`src/rtl/cpu_run_ctrl.sv`:
```
// cpu_run_ctrl: halt/run/step/breakpoint sequencer gating the RV32 core's state enable.
// Optional RUN_CTRL_CYCLE_LIMIT_EN adds cycle_limit/limit_hit to bound free-running.
module cpu_run_ctrl #(
  parameter int CNT_W = 32,
  parameter int STEP_W = 8,
  parameter bit RUN_ON_RESET = 1'b0
) (
  input  logic              clk,
  input  logic              rst,
  input  logic              run_req,
  input  logic              halt_req,
  input  logic              step_req,
  input  logic [STEP_W-1:0] step_count,
  input  logic [31:0]       pc,
  input  logic              bp_en,
  input  logic [31:0]       bp_addr,
`ifdef RUN_CTRL_CYCLE_LIMIT_EN
  input  logic [CNT_W-1:0]  cycle_limit,
  output logic              limit_hit,
`endif
  output logic              cpu_en,
  output logic              halted,
  output logic              bp_hit,
  output logic [CNT_W-1:0]  retired,
  output logic [1:0]        state
);
  typedef enum logic [1:0] {HALT = 2'b00, RUN = 2'b01, STEP = 2'b10, BRK = 2'b11} state_t;
  state_t st;
  logic [STEP_W-1:0] remain;
  logic [STEP_W-1:0] load;
  logic skip;
  logic bp_match;
  logic lim;
  assign state = st;
  assign halted = st == HALT || st == BRK;
  assign bp_match = bp_en && pc == bp_addr && !skip;
  assign cpu_en = st == RUN ? !halt_req && !bp_match : st == STEP ? !halt_req : 1'b0;
  assign load = step_count == '0 ? STEP_W'(1) : step_count;
`ifdef RUN_CTRL_CYCLE_LIMIT_EN
  assign lim = cycle_limit != '0 && cpu_en && retired == cycle_limit - CNT_W'(1);
`else
  assign lim = 1'b0;
`endif
  always_ff @(posedge clk or posedge rst) begin
    if (rst) begin
      st <= RUN_ON_RESET ? RUN : HALT;
      retired <= '0;
      bp_hit <= 1'b0;
      remain <= '0;
      skip <= 1'b0;
`ifdef RUN_CTRL_CYCLE_LIMIT_EN
      limit_hit <= 1'b0;
`endif
    end else begin
      retired <= retired + CNT_W'(cpu_en);
      if (cpu_en) skip <= 1'b0;
`ifdef RUN_CTRL_CYCLE_LIMIT_EN
      if ((st == HALT || st == BRK) && !halt_req && (run_req || step_req)) limit_hit <= 1'b0;
`endif
      case (st)
        HALT: begin
          if (!halt_req && step_req) begin
            st <= STEP;
            remain <= load;
          end else if (!halt_req && run_req) st <= RUN;
        end
        RUN: begin
          if (halt_req) begin
            st <= HALT;
            skip <= 1'b0;
          end else if (bp_match) begin
            st <= BRK;
            bp_hit <= 1'b1;
          end else if (lim) begin
            st <= HALT;
            skip <= 1'b0;
`ifdef RUN_CTRL_CYCLE_LIMIT_EN
            limit_hit <= 1'b1;
`endif
          end
        end
        STEP: begin
          if (halt_req) begin
            st <= HALT;
            remain <= '0;
            skip <= 1'b0;
          end else begin
            remain <= remain - STEP_W'(1);
            if (remain == STEP_W'(1)) begin
              st <= HALT;
              skip <= 1'b0;
            end
          end
        end
        BRK: begin
          if (halt_req) begin
            st <= HALT;
            bp_hit <= 1'b0;
            skip <= 1'b0;
          end else if (step_req) begin
            st <= STEP;
            remain <= load;
            bp_hit <= 1'b0;
          end else if (run_req) begin
            // resume executes the trapped instruction once instead of re-trapping
            st <= RUN;
            skip <= 1'b1;
            bp_hit <= 1'b0;
          end
        end
        default: st <= HALT;
      endcase
    end
  end
endmodule
```
`config.mk`:
```
export PLATFORM = sky130hd
export DESIGN_NAME = cpu_run_ctrl
export DESIGN_NICKNAME = d
export VERILOG_FILES = /design/src/rtl/cpu_run_ctrl.sv
export SDC_FILE = /design/constraint.sdc
export NUM_CORES = 1
export LEC_CHECK = 0
export CAP_MARGIN = 20
export CORE_UTILIZATION = 42
export DETAILED_ROUTE_END_ITERATION = 10
export PLACE_DENSITY = 0.8
export SETUP_SLACK_MARGIN = 0.02
export SLEW_MARGIN = 15
export SYNTH_ARGS = -nofsm -noshare
export SYNTH_HDL_FRONTEND = slang
export SYNTH_SLANG_ARGS = --single-unit
export TNS_END_PERCENT = 30
```
`constraint.sdc`:
```
create_clock -name clk -period 3.4 [get_ports clk]
set_clock_uncertainty 0.1 [all_clocks]
set_input_delay 0.51 -clock clk [delete_from_list [all_inputs] [get_ports clk]]
set_output_delay 0.51 -clock clk [all_outputs]
set_load 0.02 [all_outputs]
```
==> impl_metrics.ini <==
[global_routing]
top_usage_layer = met2
met2_usage_pct = 37.5
use_met3_pct = 5.17
grt_pass1_wl_um = 10700
antenna_found_initial = 0
grtUsageMet1_pct = 24.1
track_usage_pct = 21.0
grt_max_degree = 26
grt_pass1_vias = 2469
gr-total-overflow = 0

[logic_synthesis]
synth_cells = 274
synth_area_leaders = dfrtp_1 42%, xor2_1 13%, xnor2_1 8.0%, ha_1 4.3%, nor2_1 3.1%
synth-edff-count = 0
yosysUniqueCellTypes = 40
async_reset_ff_share_pct = 100
synth_top_area_cell = dfrtp_1
netlist_area_um2 = 2630
yosys_most_used_dff = dfrtp_1
yosysWarnings = 0
yosysSeqAreaShare_pct = 41.9
syn_nets = 361
synth-seq-cells = 44
syn_area_per_cell_um2 = 9.58
synth_top_area_share_pct = 41.9

[worst_setup_path]
arrival_ps = 3220
cp_max_fo = 7
critical_path_class = input pin to flip-flop
path_cells = clkdlybuf4s50_1, xor2_1, nor4_1, nand4b_1, buf_4, o31ai_4, a21oi_1, ha_1, nand3_1, nor3_2, and2_1, and2b_1, nand4_1, xnor2_1
crit_buf_inv = 2
critPathRequiredTime_ps = 3530
cp_slowest_cell = clkdlybuf4s50_1
critPathTopFamily = simple AND/OR/NAND/NOR gates
worst_path_largest_cell_delay_ps = 410
cp-start-kind = input pin
end_kind = flip-flop

[power]
p_int_uw = 1240
p_clk_share_pct = 21.2
p_sw_share_pct = 37.2
ir_worst_vdd_mv = 0.524
power_leakage_uw = 0.00168
power.sequential.fraction_pct = 36.7
p_comb_share_pct = 42.1
powerDensity_nw_per_um2 = 490
p_sw_uw = 731

[placement]
portBuffers = 114
post-place-cells = 465
gp_congestion = 0.818
placed_cell_area_um2 = 3890
dpl.hpwl_um = 5130

[routing]
drt_first_iter_violations = 63
wl_um = 6360
ant_nets = 0
vias = 2439
drtPass1Iterations = 4
route.detailed.drc = 0
viasPerCell = 5.16
wl_per_cell_um = 13.4

[timing]
rsz0062_at_grt = no
slew_headroom_pct = 48.6
setup_viol = 0
period_share_pct = 90.9
hold_violations = 0
finalSetupTns_ps = 0
finalCriticalPeriod_ps = 3090
fmax_mhz = 324
final_max_slew_viol_count = 0
worst_pin_slew_ps = 766

[finish]
stdcell_area_um2 = 4010
layout_common_cells = 113 x clkdlybuf4s50_1, 44 x dfrtp_1, 38 x xor2_1, 24 x xnor2_1, 21 x nor2_1
final_common_cell = clkdlybuf4s50_1
fin_cells = 473
final_nets = 484
n_antenna_cell = 0
areaGrowthSynthToFinish_pct = 52.8
layout-drive-gt1-share_pct = 5.03

[cts]
clock_tree.buffer_depth = 2
clkLatencyLatePin_ps = 300
clockRootBuffer = clkbuf_8
clkTransAtPathRegs_ps = 80
cts-buffers-inserted = 5
cts_num_sinks = 44
cts_tree = yes
cts_max_level = 2

[floorplan]
num_rows = 28
design.die.area_um2 = 6570
die_x_um = 81.1
coreArea_um2 = 5990
die_h_um = 81.1
start_util_pct = 43.8
pin_count = 115

[worst_hold_path]
hold_path_class = flip-flop to flip-flop

[job]
max_cap_violations = 0

[status]
outcome = finished clean
final timing paths:
| path | cells after the start | from | endpoint | slack [ps] |
|---|---|---|---|---|
| hold / removal | 1 | retired[31]$_DFF_PP0_ | retired[31]$_DFF_PP0_ | 390 |
| setup / recovery | 14 | bp_addr[18] | retired[31]$_DFF_PP0_ | 310 |
| min in group asynchronous | 2 | rst | retired[0]$_DFF_PP0_ | 450 |
| hold reg to reg | 1 | retired[31]$_DFF_PP0_ | retired[31]$_DFF_PP0_ | 390 |
| max in group asynchronous | 3 | rst | retired[20]$_DFF_PP0_ | 2030 |
| setup reg to reg | 12 | state[1]$_DFFE_PP0P_ | retired[22]$_DFF_PP0_ | 500 |
synth_stat cells, types with 3 or more instances:
master    instances
clkbuf_1          3
nor3_1            7
ha_1              9
a22oi_1           3
and3_1            3
nor2_1           22
xnor2_1          24
inv_1            10
dfrtp_1          44
nor4_1            9
a21oi_1          10
and2_1            3
xor2_1           38
o21ai_0          16
nand2b_1          5
nand2_1          17
nand3_1          15
o22ai_1           3
nand4_1           5
stage by stage:
step / setup slack, ps / total power, uW / utilization [%] / hold WS (ps)
floorplan: 323 / 1210 / - / 371
global placement: 61.3 / 1530 / 65.0 / 366
detailed placement: -86.0 / 1560 / 65.0 / 382
CTS: 80.9 / 1980 / 66.9 / 394
global route: 45.5 / 2100 / 67.0 / 418
finish: 310 / 1970 / 67.0 / 386
power by group through the flow:
stage          clock (uW)  sequential, uW  combinational [uW]
2_1_floorplan           0             763                 442
3_3_place_gp            0             729                 802
3_5_place_dp            0             732                 827
4_1_cts               429             722                 834
5_1_grt               445             738                 920
6_report              417             722                 828
logic make-up after synthesis:
logic type / synth area share (%)
AO/OA/AOI/OAI: 10.9
XOR/XNOR: 20.7
AND/OR/NAND/NOR: 19.7
buffers and inverters: 2.53
adder cells (fa/ha/maj): 4.29
flip-flops: 41.9
area by class of cell:
class                      count  area [um^2]
tap                           75         93.8
fill                         522         1980
inverter                      10         37.5
timing repair buffer         122         1200
clock buffer                   5         68.8
multi-input combinational    214         1460
clock inverter                 3         46.3
sequential                    44         1100
flip-flops by register name, summed over array words and instances, names as in the netlist:
register and flops:
state 2, bp_hit 1, remain 8, retired 32
skip 1
repair_timing:
| action | CTS | global route |
|---|---|---|
| gates resized for setup | 0 | 2 |
| hold buffers | 0 | 0 |
| buffers inserted | 0 | 0 |
| setup endpoints to repair | 0 | 5 |
per-layer routing:
layer | vias up | routed length (um)
met2 | 60 | 3320
met3 | 13 | 296
met5 | - | 0
met4 | 0 | 134
li1 | 1201 | -
met1 | 1165 | 2610
Note: power is estimated with default switching activity, not from simulation.
